--- config.mk ---
export PLATFORM = sky130hd
export DESIGN_NAME = regfile_2r1w
export DESIGN_NICKNAME = d
export VERILOG_FILES = /design/src/rtl/regfile_2r1w_pkg.sv /design/src/rtl/regfile_rdport.sv /design/src/rtl/regfile_2r1w.sv
export SDC_FILE = /design/constraint.sdc
export NUM_CORES = 1
export LEC_CHECK = 0
export ABC_AREA = 1
export CAP_MARGIN = 20
export CORE_ASPECT_RATIO = 0.6
export CORE_MARGIN = 1.5
export CORE_UTILIZATION = 30
export CTS_BUF_LIST = sky130_fd_sc_hd__clkbuf_8
export DETAILED_ROUTE_END_ITERATION = 6
export PLACE_DENSITY = 0.45
export SKIP_LAST_GASP = 1
export SYNTH_ARGS = -nofsm -noshare
export SYNTH_HDL_FRONTEND = slang
export SYNTH_SLANG_ARGS = --single-unit
--- constraint.sdc ---
create_clock -name CLK -period 2.8 [get_ports CLK]
set_clock_uncertainty 0.15 [all_clocks]
set_input_delay 0.56 -clock CLK [delete_from_list [all_inputs] [get_ports CLK]]
set_output_delay 0.56 -clock CLK [all_outputs]
set_load 0.03 [all_outputs]
--- src/rtl/regfile_2r1w_pkg.sv ---
// Shared defaults and helpers for the two-read / one-write register file.
package regfile_2r1w_pkg;

    localparam int DATA_W_DEF = 16;
    localparam int DEPTH_DEF  = 8;

    // Address width for n entries, never less than one bit.
    function automatic int clog2(input int n);
        int w;
        w = 0;
        while ((1 << w) < n) begin
            w++;
        end
        return (w < 1) ? 1 : w;
    endfunction

endpackage

--- src/rtl/regfile_rdport.sv ---
// One registered read port: range check, write-first bypass, zero-register mask.
module regfile_rdport
    import regfile_2r1w_pkg::*;
#(
    parameter int DATA_W   = DATA_W_DEF,
    parameter int DEPTH    = DEPTH_DEF,
    parameter int ZERO_REG = 0,
    parameter int ADDR_W   = clog2(DEPTH)
) (
    input  logic                           clk,
    input  logic                           rst_n,
    input  logic                           rd_en,
    input  logic [ADDR_W-1:0]              rd_addr,
    input  logic [DEPTH-1:0][DATA_W-1:0]   mem,
    input  logic                           wr_en,
    input  logic [ADDR_W-1:0]              wr_addr,
    input  logic [DATA_W-1:0]              wr_data,
    input  logic [DATA_W/8-1:0]            wr_mask,
    output logic [DATA_W-1:0]              rd_data,
    output logic                           rd_valid,
    output logic                           addr_bad
);

    localparam int NBYTE = DATA_W / 8;

    logic              in_range;
    logic              wr_hit;
    logic [DATA_W-1:0] stored;
    logic [DATA_W-1:0] merged;

    assign in_range = ({1'b0, rd_addr} < (ADDR_W + 1)'(DEPTH));
    assign addr_bad = rd_en && !in_range;
    assign wr_hit   = wr_en && (wr_addr == rd_addr) && in_range;

    // NOTE: every variable written here gets a default first, so no latch can be inferred.
    always_comb begin
        stored = '0;
        for (int i = 0; i < DEPTH; i++) begin
            if (rd_addr == ADDR_W'(i)) begin
                stored = mem[i];
            end
        end

        merged = stored;
        for (int b = 0; b < NBYTE; b++) begin
            if (wr_hit && wr_mask[b]) begin
                merged[8*b +: 8] = wr_data[8*b +: 8];
            end
        end

        // Entry 0 is hard-wired to zero even when a write to it is bypassed.
        if (!in_range || (ZERO_REG != 0 && rd_addr == '0)) begin
            merged = '0;
        end
    end

    // NOTE: sequential state uses non-blocking assignments only.
    always_ff @(posedge clk or negedge rst_n) begin
        if (!rst_n) begin
            rd_data  <= '0;
            rd_valid <= 1'b0;
        end else begin
            rd_valid <= rd_en;
            if (rd_en) begin
                rd_data <= merged;
            end
        end
    end

endmodule

--- src/rtl/regfile_2r1w.sv ---
// Flip-flop register file with byte-masked write, two registered read ports and address-error flag.
module regfile_2r1w
    import regfile_2r1w_pkg::*;
#(
    parameter int DATA_W   = DATA_W_DEF,
    parameter int DEPTH    = DEPTH_DEF,
    parameter int ZERO_REG = 0
) (
    input  logic                      CLK,
    input  logic                      RST,
    input  logic                      WrEn,
    input  logic [clog2(DEPTH)-1:0]   WrAddr,
    input  logic [DATA_W-1:0]         WrData,
    input  logic [DATA_W/8-1:0]       WrMask,
    input  logic                      RdEnA,
    input  logic [clog2(DEPTH)-1:0]   RdAddrA,
    input  logic                      RdEnB,
    input  logic [clog2(DEPTH)-1:0]   RdAddrB,
    output logic [DATA_W-1:0]         RdDataA,
    output logic [DATA_W-1:0]         RdDataB,
    output logic                      RdValidA,
    output logic                      RdValidB,
    output logic                      AddrErr
);

    localparam int ADDR_W = clog2(DEPTH);
    localparam int NBYTE  = DATA_W / 8;

    logic [DEPTH-1:0][DATA_W-1:0] mem;
    logic                         wr_in_range;
    logic                         wr_bad;
    logic                         bad_a;
    logic                         bad_b;

    assign wr_in_range = ({1'b0, WrAddr} < (ADDR_W + 1)'(DEPTH));
    // An all-zero mask is no access at all, so it cannot be an address error.
    assign wr_bad      = WrEn && (|WrMask) && !wr_in_range;

    // NOTE: storage is plain flops rather than a RAM, so it can be cleared by reset.
    always_ff @(posedge CLK or negedge RST) begin
        if (!RST) begin
            mem <= '0;
        end else if (WrEn) begin
            for (int i = 0; i < DEPTH; i++) begin
                if (WrAddr == ADDR_W'(i) && !(ZERO_REG != 0 && i == 0)) begin
                    for (int b = 0; b < NBYTE; b++) begin
                        if (WrMask[b]) begin
                            mem[i][8*b +: 8] <= WrData[8*b +: 8];
                        end
                    end
                end
            end
        end
    end

    always_ff @(posedge CLK or negedge RST) begin
        if (!RST) begin
            AddrErr <= 1'b0;
        end else begin
            AddrErr <= bad_a | bad_b | wr_bad;
        end
    end

    regfile_rdport #(
        .DATA_W   (DATA_W),
        .DEPTH    (DEPTH),
        .ZERO_REG (ZERO_REG),
        .ADDR_W   (ADDR_W)
    ) u_port_a (
        .clk      (CLK),
        .rst_n    (RST),
        .rd_en    (RdEnA),
        .rd_addr  (RdAddrA),
        .mem      (mem),
        .wr_en    (WrEn),
        .wr_addr  (WrAddr),
        .wr_data  (WrData),
        .wr_mask  (WrMask),
        .rd_data  (RdDataA),
        .rd_valid (RdValidA),
        .addr_bad (bad_a)
    );

    regfile_rdport #(
        .DATA_W   (DATA_W),
        .DEPTH    (DEPTH),
        .ZERO_REG (ZERO_REG),
        .ADDR_W   (ADDR_W)
    ) u_port_b (
        .clk      (CLK),
        .rst_n    (RST),
        .rd_en    (RdEnB),
        .rd_addr  (RdAddrB),
        .mem      (mem),
        .wr_en    (WrEn),
        .wr_addr  (WrAddr),
        .wr_data  (WrData),
        .wr_mask  (WrMask),
        .rd_data  (RdDataB),
        .rd_valid (RdValidB),
        .addr_bad (bad_b)
    );

endmodule

==> qor.csv, run 1 <==
stage,metric,value,unit
floorplanning,die footprint,29900,um2
route,Met3 Wirelength,952,um
pwr,overall power,6.679,mW
pwr,Pleak,4.699,nW
finish,P&R area growth vs syn,20.20,%
grt,initial antenna violation count,0,
route,via/cell ratio,4.947,
setup_path,"Slowest-stage cell, CP",clkdlybuf4s50_1,
floorplanning,Die Height,134.5,um
floorplanning,Ports,67,
floorplanning,core area,27930,um2
route,final wirelength,28.24,mm
synthesis,Post-Syn Area per Cell,7.497,um2
route,via count,7980,
grt,GRT Overall Usage,19.52,%
setup_path,reg-to-reg endpoint,u_port_b.rd_data[2],
worst_hold_path,Hold Path Depth,2,
timing,Final min period,2.270,ns
placement,DP Wirelength,21.31,mm
setup_path,R2R cell count,8,
route,initial detailed-routing violation count,587,
setup_path,"Cell Chain, Critical Path",clkdlybuf4s50_1,
setup_path,Critical path origin,u_port_a.rd_data[1],
clocking,Root Driver,clkbuf_8,
setup_path,CP max stage delay,0.70,ns
grt,largest net degree at the start of global routing,58,
worst_hold_path,Hold Path End,u_port_b.rd_data[12],
finish,share of layout cells above drive strength 1,9.791,%
synthesis,Post-Syn Area,8652,um2
grt,first-pass GRT wire length,44.33,mm
setup_path,Critical R2R Launch,mem[18],
setup_path,CP Data Required Time,2.09,ns
synthesis,Post-Synthesis Cells,1154,
route,DRC viols,0,
placement,RD Place Congestion,0.8256,
floorplanning,Die X-Extent,222.2,um
finish,fillcell total,2932,
setup_path,crit path max fanout,2,
setup_path,Setup crit start kind,flip-flop,
synthesis,Yosys cell types,29,
clocking,clock latency on the worst-skew pair,0.49,ns
run,Max-Cap Viols,0,
setup_path,"Data arrival, critical path",1.56,ns
run_status,outcome,"complete, no violations",
placement,DP Cell Count,1580,
grt,grt ovf,0,
route,Wirelength per Cell,17.51,um
finish,Seq. cell area,4054,um2
route,First-pass DRT Iterations,7,
setup_path,CP top delay family,buffers and inverters,
setup_path,crit end category,output pin,
timing,count of final setup violators,0,
pwr,pwr dens,642.2,nW/um2
synthesis,post-synthesis sequential area ratio,46.85,%
clocking,CTS sink cnt,162,
setup_path,crit path buf inv count,1,
timing,worst slew pin tran,0.7106,ns
timing,"Slew Viols, Final",0,
route,M1 WL,15.00,mm
timing,TNS Setup,0,ns
floorplanning,num rows,47,
setup_path,WS Path Type,flip-flop to output pin,
synthesis,Synthesis Warnings,0,
worst_hold_path,Hold Path Class,flip-flop to flip-flop,
worst_hold_path,hold_sp,u_port_b.rd_data[12],
finish,Antenna diodes,0,
floorplanning,Initial Utilization,30.97,%
clocking,TritonCTS Buffers,17,
finish,final cell count without fillers,1613,
clocking,CTS Buffer Depth,2,
route,post-route ant nets,0,
setup_path,"setup slack, reg-to-reg",1.38,ns
clocking,Post-CTS Setup Repair Bufs,0,
clocking,CTS tree,built,
route,Met2 Wirelength,11.94,mm
timing,unrepaired setup endpoints after global routing,no,
route,DR top layer,met4,
synthesis,#FFs+latches synth,162,
timing,normalized max-slew margin,52.58,%
placement,PortBufs,65,
timing,Final Hold Viols,0,
clocking,Clock transition at path regs,0.10,ns
synthesis,Mapped Nets,1186,
pwr,Worst VDD drop,0.4049,mV
finish,Final #Nets,1265,
timing,FMAX,0.4405,GHz
timing,final period utilization,81.07,%
finish,multi-input logic area,3865,um2
clocking,CTS H-tree depth,4,
grt,vias in the first global route,7642,
==> synthesized netlist by cell type, drive strengths merged <==
cell type | count | share of area [%]
nand2 | 264 | 11
dfrtp | 162 | 47
nor2 | 153 | 6.7
o21ai | 132 | 7.8
inv | 111 | 4.8
a21oi | 101 | 6.0
nand4 | 83 | 6.0
nand3 | 70 | 4.7
buf | 36 | 2.4
clkbuf | 22 | 0.95
nor3 | 12 | 1.6
clkinv | 4 | 0.32
xor2 | 2 | 0.20
conb | 1 | 0.043
nor4 | 1 | 0.072
==> how the worst max path moves through the flow <==
stage / to / slack [ns] / cells past startpoint
after floorplan: u_port_b.rd_data[10] / 0.90 / 9
after global placement: u_port_a.rd_data[6] / 0.09 / 9
after detailed placement: u_port_a.rd_data[12] / 0.05 / 7
after CTS: RdDataA[1] / 0.49 / 1
after global routing: u_port_a.rd_data[6] / 0.42 / 8
final: RdDataA[1] / 0.53 / 1
==> kinds of logic after synthesis <==
kind of cell           share of synthesized area, %
buffers and inverters                         8.474
AND/OR/NAND/NOR                               30.64
other                                       0.04334
XOR/XNOR                                     0.2025
AO/OA/AOI/OAI                                 13.78
flip-flops                                    46.85
==> flip-flops by register name, summed over array words and instances, names as in the netlist <==
name and cells:
mem 128, u_port_a.rd_data 16, u_port_a.rd_valid 1, u_port_b.rd_data 16, u_port_b.rd_valid 1
==> final cells by class <==
cell class,count,share of cell area (%)
Clock inverter,11,1.528
Tap cell,367,4.415
Clock buffer,21,2.779
Timing Repair Buffer,118,10.84
Inverter,115,4.295
Sequential cell,162,38.98
Multi-Input combinational cell,819,37.16
==> cells in the final DEF, fill, tap and decap left out, drive strengths merged <==
| master | count |
|---|---|
| nand4 | 83 |
| nor4 | 1 |
| nand2 | 264 |
| dfrtp | 162 |
| nor3 | 12 |
| clkbuf | 21 |
| a21oi | 101 |
| clkinvlp | 1 |
| nor2 | 153 |
| o21ai | 132 |
| bufinv | 4 |
| buf | 53 |
| nand3 | 70 |
| inv | 113 |
| conb | 1 |
| xor2 | 2 |
| dlygate4sd3 | 1 |
| clkdlybuf4s50 | 64 |
| clkinv | 8 |
==> stage by stage <==
stage | area [um2] | utilization, % | setup WS (ns) | hold slack (ns)
global route | 10400 | 37.23 | 0.4194 | 0.3611
global placement | 9942 | 35.59 | 0.09038 | 0.3160
detailed placement | 9942 | 35.59 | 0.05488 | 0.3189
finish | 10400 | 37.23 | 0.5301 | 0.3382
CTS | 10400 | 37.23 | 0.4903 | 0.3439
floorplan | 8652 | - | 0.8991 | 0.1144
==> power by group <==
| part | internal, mW | switching [mW] |
|---|---|---|
| clock network | 1.06 | 0.922 |
| registers | 2.82 | 0.348 |
| logic | 0.584 | 0.948 |
| total | 4.46 | 2.22 |
==> per-layer routing <==
| layer | GRT usage (%) | up-vias |
|---|---|---|
| met2 | 28.54 | 159 |
| met5 | 0 | - |
| met4 | 5.479 | 0 |
| met1 | 29.70 | 3824 |
| met3 | 2.850 | 23 |
| li1 | - | 3974 |
==> repair_timing <==
| item | 4_1_cts | 5_1_grt |
|---|---|---|
| endpoints found under the hold margin | 51 | 0 |
| endpoints found under the setup margin | 0 | 0 |
| hold buffers | 1 | 0 |
| resized for setup | 0 | 0 |
Power figures use the tool's default switching activity.
==> run 2: changes to the inputs <==
Settings changed: PLACE_DENSITY 0.45 to 0.46.
Clock period 2.8 ns to 1.87 ns, I/O delays scaled along.
==> run 2 against run 1 <==
  * Critical path depth is 9 higher
  * Register-to-register slack got worse by 0.89 ns
  * Core utilization up 1.1 points
  * Critical path type is now input port to flip-flop
  * Wire length is 2.1% higher
  * Sequential power rose by 50%
  * Clock power grew 32%
==> qor.csv, run 2 (synthesis results as in run 1) <==
stage,metric,value,unit,change
pwr,pwr dens,901.4,nW/um2,+40%
pwr,Pleak,4.991,nW,+6.2%
setup_path,WS Path Type,input port to flip-flop,,
finish,max reg flops,128,,unchanged
placement,PortBufs,65,,unchanged
pwr,Worst VDD drop,0.4982,mV,+23%
timing,Final min period,1.810,ns,
floorplanning,Ports,67,,unchanged
finish,Biggest register,mem,,
clocking,Root Driver,clkbuf_8,,
setup_path,reg-to-reg endpoint,u_port_b.rd_data[2],,
route,via/cell ratio,4.945,,about the same
timing,count of final setup violators,0,,unchanged
timing,unrepaired setup endpoints after global routing,yes,,
floorplanning,Die Height,134.5,um,unchanged
timing,Final Hold Viols,0,,unchanged
route,via count,8169,,+2.4%
placement,DP Wirelength,21.84,mm,+2.5%
route,post-route ant nets,0,,unchanged
grt,Top Usage Layer GRT,met2,,
grt,vias in the first global route,7934,,+3.8%
clocking,CTS tree,built,,
grt,GR Util met3,3.351,%,+0.50 points
floorplanning,num rows,47,,unchanged
floorplanning,core area,27930,um2,unchanged
placement,RD Place Congestion,0.8532,,+3.3%
finish,Final #Nets,1304,,+3.1%
setup_path,crit end category,flip-flop,,
timing,Hold Slack,0.1838,ns,-0.1543 ns
route,final wirelength,28.85,mm,+2.1%
grt,initial antenna violation count,0,,unchanged
clocking,clock latency on the worst-skew pair,0.50,ns,about the same
grt,largest net degree at the start of global routing,36,,-38%
floorplanning,Die X-Extent,222.2,um,unchanged
timing,final period utilization,96.80,%,
setup_path,crit path max fanout,9,,+7
setup_path,R2R cell count,8,,unchanged
worst_hold_path,Hold Path Class,input port to async pin,,
finish,largest registers,"mem (128), u_port_a.rd_data (16), u_port_b.rd_data (16)",,
finish,"most common cell after layout, fill and taps aside",nand2_1,,
setup_path,Worst setup endpoint,u_port_a.rd_data[7],,
grt,met1 usage,29.46,%,-0.24 points
route,DRC viols,0,,unchanged
setup_path,Critical R2R Launch,mem[2],,
clocking,CTS Buffer Depth,2,,unchanged
grt,GRT Overall Usage,19.82,%,+0.30 points
clocking,CTS sink cnt,162,,unchanged
timing,FMAX,0.5524,GHz,
setup_path,CP Data Required Time,2.10,ns,about the same
floorplanning,die footprint,29900,um2,unchanged
clocking,CTS H-tree depth,4,,unchanged
grt,met2 Use GR,29.71,%,+1.2 points
clocking,TritonCTS Buffers,17,,unchanged
grt,grt ovf,0,,unchanged
finish,share of layout cells above drive strength 1,12.53,%,+2.7 points
route,First-pass DRT Iterations,6,,-1
placement,post-place setup slack,-0.5771,ns,-0.6320 ns
timing,TNS Setup,0,ns,unchanged
finish,P&R area growth vs syn,23.83,%,
floorplanning,Initial Utilization,30.97,%,unchanged
finish,Antenna diodes,0,,unchanged
setup_path,"Data arrival, critical path",2.04,ns,+0.48 ns
setup_path,Setup crit start kind,input port,,
finish,most frequent cells in the layout,"264 x nand2_1, 162 x dfrtp_1, 149 x nor2_1",,
grt,first-pass GRT wire length,45.18,mm,+1.9%
route,Wirelength per Cell,17.46,um,-0.26%
timing,"Slew Viols, Final",0,,unchanged
route,initial detailed-routing violation count,783,,+33%
run_status,outcome,"complete, no violations",,
timing,final worst slack,0.05978,ns,-0.4703 ns
clocking,Clock transition at path regs,0.09,ns,about the same
setup_path,"setup slack, reg-to-reg",0.49,ns,-0.89 ns
setup_path,Critical path origin,WrAddr[1],,
run,Max-Cap Viols,0,,unchanged
## run 2: per-stage QoR
stage / instances / util (%) / total power [mW] / area, um2
2_1_floorplan: 1154 / - / 6.123 / 8652
3_3_place_gp: 1614 / 36.82 / 7.165 / 10280
3_5_place_dp: 1614 / 36.82 / 7.192 / 10280
4_1_cts: 1650 / 38.15 / 9.747 / 10660
5_1_grt: 1652 / 38.36 / 10.27 / 10710
6_report: 1652 / 38.36 / 9.657 / 10710
## run 2: area by class of cell
type | count | area (um2)
Inverter | 115 | 451.7
Multi-Input combinational cell | 820 | 3885
Clock inverter | 13 | 120.1
Tap cell | 367 | 459.2
Sequential cell | 162 | 4054
Clock buffer | 19 | 261.5
Timing Repair Buffer | 156 | 1483
Fill cell | 2905 | 17220
## run 2: worst max-delay path: stages
cell	delay, ns
clkdlybuf4s50_1	0.56
buf_4	0.16
nor2_2	0.05
nor3_4	0.19
buf_12	0.15
nand3_4	0.15
inv_4	0.16
a21oi_1	0.08
nand2_1	0.09
nand2_1	0.05
## run 2: timing repair
action | CTS | global route
pin swaps | 1 | 3
setup buffers | 3 | 1
hold buffers | 1 | 0
endpoints found under the setup margin | 42 | 30
resized for setup | 36 | 11
endpoints found under the hold margin | 162 | 0
gates cloned | 0 | 1
## run 2: worst min-delay path by stage
stage	from	to	slack, ns	depth (start not counted)
2_1_floorplan	RST	mem[0]	-0.07	0
3_3_place_gp	RST	mem[10]	0.13	1
3_5_place_dp	RST	mem[10]	0.13	1
4_1_cts	RST	mem[29]	0.15	2
5_1_grt	RST	mem[29]	0.19	2
6_report	RST	mem[29]	0.18	2
## run 2: report_power, final
part	switching (mW)	internal, mW	total, mW
Clock	1.38	1.23	2.61
Sequential	0.516	4.22	4.74
Combinational	1.45	0.861	2.31
## run 2: layer usage
metal / vias to the layer above / share of wire (%)
met5: - / 0
met4: 0 / 1.0
met3: 24 / 3.7
met2: 171 / 43
met1: 3926 / 53
li1: 4048 / -
==> run 3: changes to the inputs <==
Settings changed: SLEW_MARGIN set to 0.
==> results of run 3 <==
The final DEF is identical to that of run 2; final timing and power are the same.
